==> src/rtl/stopwatch_sseg.sv <==
// M.SS.t decimal stopwatch driving four registered seven-segment patterns.
// Optional lap-freeze display is built when SSW_LAP_EN is defined.
module stopwatch_sseg #(
    parameter int TICK_DIV = 10_000_000
) (
    input  logic       clk,
    input  logic       reset,
    input  logic       go,
    input  logic       clr,
    input  logic       lap,
    output logic [7:0] sseg3,
    output logic [7:0] sseg2,
    output logic [7:0] sseg1,
    output logic [7:0] sseg0,
    output logic       running,
    output logic       wrap
);

    localparam int PW = $clog2(TICK_DIV);
    localparam logic [PW-1:0] PS_LAST = PW'(TICK_DIV - 1);

    function automatic logic [7:0] seg7(input logic [3:0] d);
        case (d)
            4'd0:    seg7 = 8'hC0;
            4'd1:    seg7 = 8'hF9;
            4'd2:    seg7 = 8'hA4;
            4'd3:    seg7 = 8'hB0;
            4'd4:    seg7 = 8'h99;
            4'd5:    seg7 = 8'h92;
            4'd6:    seg7 = 8'h82;
            4'd7:    seg7 = 8'hF8;
            4'd8:    seg7 = 8'h80;
            4'd9:    seg7 = 8'h90;
            default: seg7 = 8'hFF;
        endcase
    endfunction

    logic [PW-1:0]   ps_q, ps_d;
    logic [3:0][3:0] dig_q, dig_d;
    logic [3:0][3:0] view;
    logic [3:0][7:0] seg_q, seg_d;
    logic            running_q, running_d;
    logic            wrap_q, wrap_d;
    logic            tick, c1, c2, c3, c4;

    always_comb begin
        tick  = go && (ps_q == PS_LAST);
        c1    = tick && (dig_q[0] == 4'd9);
        c2    = c1 && (dig_q[1] == 4'd9);
        c3    = c2 && (dig_q[2] == 4'd5);
        c4    = c3 && (dig_q[3] == 4'd9);
        ps_d  = ps_q;
        dig_d = dig_q;
        if (go) ps_d = tick ? '0 : ps_q + 1'b1;
        if (tick) dig_d[0] = c1 ? 4'd0 : dig_q[0] + 4'd1;
        if (c1) dig_d[1] = c2 ? 4'd0 : dig_q[1] + 4'd1;
        if (c2) dig_d[2] = c3 ? 4'd0 : dig_q[2] + 4'd1;
        if (c3) dig_d[3] = c4 ? 4'd0 : dig_q[3] + 4'd1;
        wrap_d    = c4;
        running_d = go && !clr;
        // clear wins over any tick landing in the same cycle
        if (clr) begin
            ps_d   = '0;
            dig_d  = '0;
            wrap_d = 1'b0;
        end
    end

`ifdef SSW_LAP_EN
    logic            lap_q, lap_d;
    logic            frozen_q, frozen_d;
    logic [3:0][3:0] cap_q, cap_d;

    always_comb begin
        lap_d    = lap;
        frozen_d = frozen_q;
        cap_d    = cap_q;
        if (lap && !lap_q) begin
            frozen_d = !frozen_q;
            if (!frozen_q) cap_d = dig_q;
        end
        if (clr) frozen_d = 1'b0;
        view = frozen_q ? cap_q : dig_q;
    end

    always_ff @(posedge clk or negedge reset) begin
        if (!reset) begin
            lap_q    <= 1'b0;
            frozen_q <= 1'b0;
            cap_q    <= '0;
        end else begin
            lap_q    <= lap_d;
            frozen_q <= frozen_d;
            cap_q    <= cap_d;
        end
    end
`else
    logic unused_lap;
    assign unused_lap = lap;
    assign view = dig_q;
`endif

    always_comb begin
        seg_d[3] = seg7(view[3]) & 8'h7F;
        seg_d[2] = seg7(view[2]);
        seg_d[1] = seg7(view[1]) & 8'h7F;
        seg_d[0] = seg7(view[0]);
    end

    always_ff @(posedge clk or negedge reset) begin
        if (!reset) begin
            ps_q      <= '0;
            dig_q     <= '0;
            seg_q     <= {8'h40, 8'hC0, 8'h40, 8'hC0};
            running_q <= 1'b0;
            wrap_q    <= 1'b0;
        end else begin
            ps_q      <= ps_d;
            dig_q     <= dig_d;
            seg_q     <= seg_d;
            running_q <= running_d;
            wrap_q    <= wrap_d;
        end
    end

    assign sseg3   = seg_q[3];
    assign sseg2   = seg_q[2];
    assign sseg1   = seg_q[1];
    assign sseg0   = seg_q[0];
    assign running = running_q;
    assign wrap    = wrap_q;

endmodule

==> config.mk <==
export PLATFORM = sky130hd
export DESIGN_NAME = stopwatch_sseg
export DESIGN_NICKNAME = d
export VERILOG_FILES = /design/src/rtl/stopwatch_sseg.sv
export SDC_FILE = /design/constraint.sdc
export NUM_CORES = 1
export LEC_CHECK = 0
export CAP_MARGIN = 15
export CORE_MARGIN = 3
export CORE_UTILIZATION = 35
export DETAILED_ROUTE_END_ITERATION = 8
export PLACE_DENSITY = 0.53
export SYNTH_ARGS = -nofsm -noshare
export SYNTH_HDL_FRONTEND = slang
export SYNTH_SLANG_ARGS = --single-unit
==> constraint.sdc <==
create_clock -name clk -period 6.4 [get_ports clk]
set_input_delay 1.28 -clock clk [delete_from_list [all_inputs] [get_ports clk]]
set_output_delay 1.28 -clock clk [all_outputs]
set_load 0.01 [all_outputs]
Word level (Yosys, flattened, before mapping)
Memory sizes are Yosys's and may differ from the RTL's. A register that Yosys moved wholly into a read port is not among the register bits. Index checks and enable logic that the tools add are counted.

Bits in registers: 58. ROM bits: 448. Word-level logic and storage cells: 52. Memories kept: 4.

Memories: (name not given) (depth 16, width 7, rd ports 1, clocked after Yosys merged registers in 1, wr ports 0, line 23) `case (d)`; (name not given) (depth 16, width 7, rd ports 1, clocked after Yosys merged registers in 1, wr ports 0, line 23); (name not given) (depth 16, width 7, rd ports 1, clocked after Yosys merged registers in 1, wr ports 0, line 23); (name not given) (depth 16, width 7, rd ports 1, clocked after Yosys merged registers in 1, wr ports 0, line 23).

Add/subtract/negate cells: 5. Eq/ne operators: 5. Muxes and demuxes: 13. Reductions and logical operators: 16.

Operator list (number): $mux W24 (3); $mux W4 (8); $add A24 B1 Y24 const B (1); $eq A24 B24 Y1 const B (1); $add A4 B1 Y4 const B (4); $mux W16 (1); $eq A4 B4 Y1 const B (3); $reduce_bool A2 Y1 (5); $logic_and A1 B1 Y1 (6); $logic_not A1 Y1 (5); $eq A4 B3 Y1 const B (1); $mux W1 (1).

Depth between registers and ports, before layout
Word-level depth: 9. Mapped depth: 9.

Worst setup path before layout
Ideal clock, no wire load.

Path kind: input to register. Start: in go. End: reg dig_q[3] (netlist name). Arrival: 3.134 ns. Required time: 6.284 ns. Path slack: 3.150 ns. Cell stages on the path: 8. Buffers on the path: 3. Path through: buf_2 -> nand4_1 -> or4_1 -> buf_2 -> or2_2 -> clkbuf_1 -> or4_1 -> o311ai_0.

Longest elaborated chain between the ends: 5.

RTL lines: start, declared (line 8) `input logic go,`; $logic_and A1 B1 Y1 * (line 47) `tick = go && (ps_q == PS_LAST);`; $logic_and A1 B1 Y1 (line 48) `c1 = tick && (dig_q[0] == 4'd9);`; $mux W4 (2 in series) (line 55) `if (tick) dig_d[0] = c1 ? 4'd0 : dig_q[0] + 4'd1;`; $mux W16 (line 62) `if (clr) begin`; end signal, assigned (line 119) `dig_q <= dig_d;`; end, declared (line 39) `logic [3:0][3:0] dig_q, dig_d;`.

Mark *: on every way between the ends. The rest lies on a longest branch, timed or not. The select of a mux whose other input is x is not followed. A chain may end at the register's enable or synchronous reset.

Worst setup path in the final report
Start: in go. End: reg ps_q[12].

Longest elaborated chain between the ends: 4.

RTL lines: $logic_and A1 B1 Y1 (line 47); $mux W24 (2 in series) (line 54) `if (go) ps_d = tick ? '0 : ps_q + 1'b1;`; $mux W24 (line 62); end signal, assigned (line 118) `ps_q <= ps_d;`; end, declared (line 38) `logic [PW-1:0] ps_q, ps_d;`.

Parallel ways exist; a longest one is shown, timed or not. The select of a mux whose other input is x is not followed.

==> flow_metrics.env <==
export IMPL_drt_antenna_violating_nets=0
export IMPL_initial_core_util_pct=36.8
export IMPL_power_switching_mw=0.198
export IMPL_grt_pass1_vias=2605
export IMPL_vias=2751
export IMPL_post_synth_mux_area_share_pct=1.09
export IMPL_die_height_um=108
export IMPL_final_cell_area_mm2=0.00425
export IMPL_final_hold_viol_count=0
export IMPL_route_detailed_wl_per_inst_um=13.0
export IMPL_ctsResizeCount=0
export IMPL_sw_frac_of_total_pct=25.2
export IMPL_clock_tree_root_cell="sky130_fd_sc_hd__clkbuf_8"
export IMPL_combinationalPowerShare_pct=2.7
export IMPL_ys_seq_elements=70
export IMPL_final_net_count=443
export IMPL_postSynth_topFlopCell="sky130_fd_sc_hd__dfrtp_1"
export IMPL_dr_first_iter_drc_count=131
export IMPL_timing_critical_path_arrival_ns=3.85
export IMPL_design_portCount=39
export IMPL_finalNonFillerCells=555
export IMPL_power_ir_vdd_worst_v=0.0000733
export IMPL_result_of_the_run="finished, final reports clean"
export IMPL_setup_tns_ns=0
export IMPL_timing_fmax_ghz=0.275
export IMPL_synthesis_yosys_warnings=0
export IMPL_cts_tree="built"
export IMPL_pin_count_of_the_biggest_net_entering_global_routing=71
export IMPL_worst_path_max_delay_cell="sky130_fd_sc_hd__or4_1"
export IMPL_layout_core_utilization_pct=42.6
export IMPL_globalplace_congestion=0.838
export IMPL_core_rowCount=36
export IMPL_clk_insertion_delay_late_ns=0.36
export IMPL_synth_compound_area_share_pct=9.73
export IMPL_startpoint_type="input port"
export IMPL_post_synthesis_cell_count=390
export IMPL_worstRegToRegCells=6
export IMPL_synth_edf_count=0
export IMPL_layout_commonest_cell="sky130_fd_sc_hd__dfrtp_1"
export IMPL_post_dp_cell_area_mm2=0.00407
export IMPL_via_per_inst=4.96
export IMPL_timing_max_transition_violations_final=0
export IMPL_critPathBufInv=1
export IMPL_synthesis_area_per_instance_um2=9.39
export IMPL_post_synthesis_instance_area_mm2=0.00366
export IMPL_pwr_share_seq_pct=56.5
export IMPL_synthXorXnorAreaFrac_pct=5.26
export IMPL_ys_seq_area_share_pct=48.0
export IMPL_clock_skew_ns=0.0108
export IMPL_clock_power_share_pct=40.9
export IMPL_floorplan_core_area_mm2=0.00995
export IMPL_synth_top_family_by_area="simple AND/OR/NAND/NOR gates"
export IMPL_post_place_cells=539
export IMPL_mostFrequentLayoutCells="sky130_fd_sc_hd__dfrtp_1 (66), sky130_fd_sc_hd__nor2_1 (56), sky130_fd_sc_hd__nand2_1 (37), sky130_fd_sc_hd__clkdlybuf4s50_1 (32), sky130_fd_sc_hd__a21oi_1 (30)"
export IMPL_grt_total_usage_pct=13.5
export IMPL_static_leakage_power_nw=1.85
export IMPL_synth_async_sr_flop_share_pct=100
export IMPL_wire_length_of_the_first_global_routing_pass_um=12400
export IMPL_ys_types=50
export IMPL_cp_end_kind="flip-flop"
export IMPL_portBuffers=33
export IMPL_remaining_drc_errors=0
export IMPL_timing_worst_slew_pin_value_ns=0.905
export IMPL_die_area_mm2=0.0117
export IMPL_worstPathMaxFanout=22
export IMPL_cp_top_family="simple AND/OR/NAND/NOR gates"
export IMPL_critical_path_cell_count=6
export IMPL_required_ns=6.61
export IMPL_p_int_mw=0.589
export IMPL_post_detailed_routing_wire_length_um=7220
export IMPL_setup_violations_final=0
export IMPL_htreeDepth=3
export IMPL_cts_sink_count=70
export IMPL_criticalPathCategory="input port to flip-flop"
export IMPL_drive_above_1_share_pct=7.58
export IMPL_timing_max_slew_rel_slack_pct=39.2
export IMPL_hold_path_class="flip-flop to flip-flop"
export IMPL_insertedDiodeCount=0
export IMPL_hpwl_after_detailed_placement_um=4900
export IMPL_min_period_over_period_pct=56.9
export IMPL_slowest_delay_ns=0.63
export IMPL_critical_path_cell_chain="clkdlybuf4s50_1 -> nand4_1 -> or4_1 -> or2_2 -> nand2b_1 -> nor2_1"
export IMPL_postCtsHoldBufs=0
export IMPL_pwr_density_cell_mw_per_mm2=185
export IMPL_timing_max_cap_violations=0
export IMPL_finalCriticalPeriod_ns=3.64
export IMPL_layout_area_overhead_vs_synth_pct=15.9
export IMPL_clkTransAtPathRegs_ns=0.08
export IMPL_floorplan_die_width_um=108
export IMPL_synthAdderAreaFrac_pct=7.17
export IMPL_cts_post_setup_buffers_inserted=0
export IMPL_antenna_found_initial=0
export IMPL_timing_hold_worst_path_depth=2
export IMPL_clockBufferDepth=2
export IMPL_detailedRoute_firstPassIterationCount=4
export IMPL_globalRoute_totalOverflow=0
export IMPL_grt_setup_unrepaired="no"
export IMPL_tritoncts_num_buffers=9
export IMPL_synth_simple_gate_area_share_pct=24.1
[cell type report]
class,instances,area [um^2]
Tap cell,133,166
Timing Repair Buffer,35,340
Multi-Input combinational cell,286,1750
Inverter,15,56.3
Clock buffer,9,124
Fill cell,956,5710
Sequential cell,70,1760
Clock inverter,7,50.0
[layer usage]
| metal | GRT usage (%) | part of all wire, % |
|---|---|---|
| met4 | 4.60 | 1.4 |
| met3 | 4.24 | 4.1 |
| met2 | 20.4 | 45 |
| met5 | 0 | 0 |
| met1 | 18.3 | 49 |
[sequential cells by signal (all words and copies together) (netlist names)]
name	flops
sseg3	7
dig_q	16
sseg1	7
sseg0	7
ps_q	24
wrap	1
sseg2	7
running	1
[through the flow]
stage / total power, mW / hold WS (ns) / setup slack (ns)
floorplan: 0.463 / 0.497 / 3.15
global placement: 0.475 / 0.525 / 2.36
detailed placement: 0.475 / 0.522 / 2.35
CTS: 0.801 / 0.541 / 2.72
global route: 0.826 / 0.573 / 2.58
finish: 0.787 / 0.534 / 2.76
[path summary, 6_finish.rpt]
check,start,endpoint,slack (ns)
setup / recovery,go,ps_q[12],2.76
hold / removal,ps_q[23],ps_q[23],0.53
setup reg to reg,ps_q[0],ps_q[12],3.75
hold reg to reg,ps_q[23],ps_q[23],0.53
max in group asynchronous,reset,sseg2[0],4.71
min in group asynchronous,reset,sseg0[1],1.13
[power by group through the flow]
stage | sequential (mW) | clock [mW] | combinational (mW)
final | 0.444 | 0.321 | 0.0209
after floorplan | 0.453 | 0 | 0.0104
after global routing | 0.445 | 0.357 | 0.0247
after global placement | 0.453 | 0 | 0.0219
after detailed placement | 0.453 | 0 | 0.0221
after CTS | 0.444 | 0.335 | 0.0220
[cells in the mapped netlist, types with 3 or more instances]
library cell | n | area (um^2)
sky130_fd_sc_hd__xor2_1 | 17 | 149
sky130_fd_sc_hd__clkbuf_1 | 12 | 45.0
sky130_fd_sc_hd__nand2_1 | 37 | 139
sky130_fd_sc_hd__and4_1 | 3 | 26.3
sky130_fd_sc_hd__nor2_1 | 56 | 210
sky130_fd_sc_hd__buf_4 | 4 | 30.0
sky130_fd_sc_hd__o31ai_1 | 3 | 22.5
sky130_fd_sc_hd__nor3_1 | 6 | 30.0
sky130_fd_sc_hd__a21oi_1 | 30 | 150
sky130_fd_sc_hd__nand3_1 | 15 | 75.1
sky130_fd_sc_hd__and3b_1 | 3 | 26.3
sky130_fd_sc_hd__nand2b_1 | 8 | 50.1
sky130_fd_sc_hd__inv_1 | 14 | 52.6
sky130_fd_sc_hd__and2_1 | 3 | 18.8
sky130_fd_sc_hd__nand4_1 | 11 | 68.8
sky130_fd_sc_hd__buf_2 | 4 | 20.0
sky130_fd_sc_hd__dfrtp_1 | 66 | 1650
sky130_fd_sc_hd__a31oi_1 | 5 | 31.3
sky130_fd_sc_hd__o21ai_0 | 15 | 75.1
sky130_fd_sc_hd__nor4_1 | 4 | 25.0
sky130_fd_sc_hd__dfstp_2 | 4 | 105
sky130_fd_sc_hd__ha_1 | 21 | 263
sky130_fd_sc_hd__nand3b_1 | 3 | 22.5
sky130_fd_sc_hd__and3_1 | 3 | 18.8
sky130_fd_sc_hd__mux2i_1 | 4 | 40.0
sky130_fd_sc_hd__or2_2 | 6 | 37.5
sky130_fd_sc_hd__xnor2_1 | 5 | 43.8
[kinds of logic after synthesis]
| kind of cell | after synthesis |
|---|---|
| simple gates | 173 |
| flops | 70 |
| compound gates | 62 |
| buf+inv | 36 |
| xor+xnor | 22 |
| fa+ha+maj | 21 |
| mux | 4 |
| other cells | 2 |
[worst reg2reg max path, stage by stage (launching register included)]
cell and delay [ns]:
sky130_fd_sc_hd__dfrtp_1 0.40, sky130_fd_sc_hd__ha_1 0.21, sky130_fd_sc_hd__nand4_1 0.10, sky130_fd_sc_hd__or4_1 0.63, sky130_fd_sc_hd__or2_2 0.41, sky130_fd_sc_hd__nand2b_1 0.61, sky130_fd_sc_hd__nor2_1 0.14
Note: power is estimated with default switching activity, not from simulation.
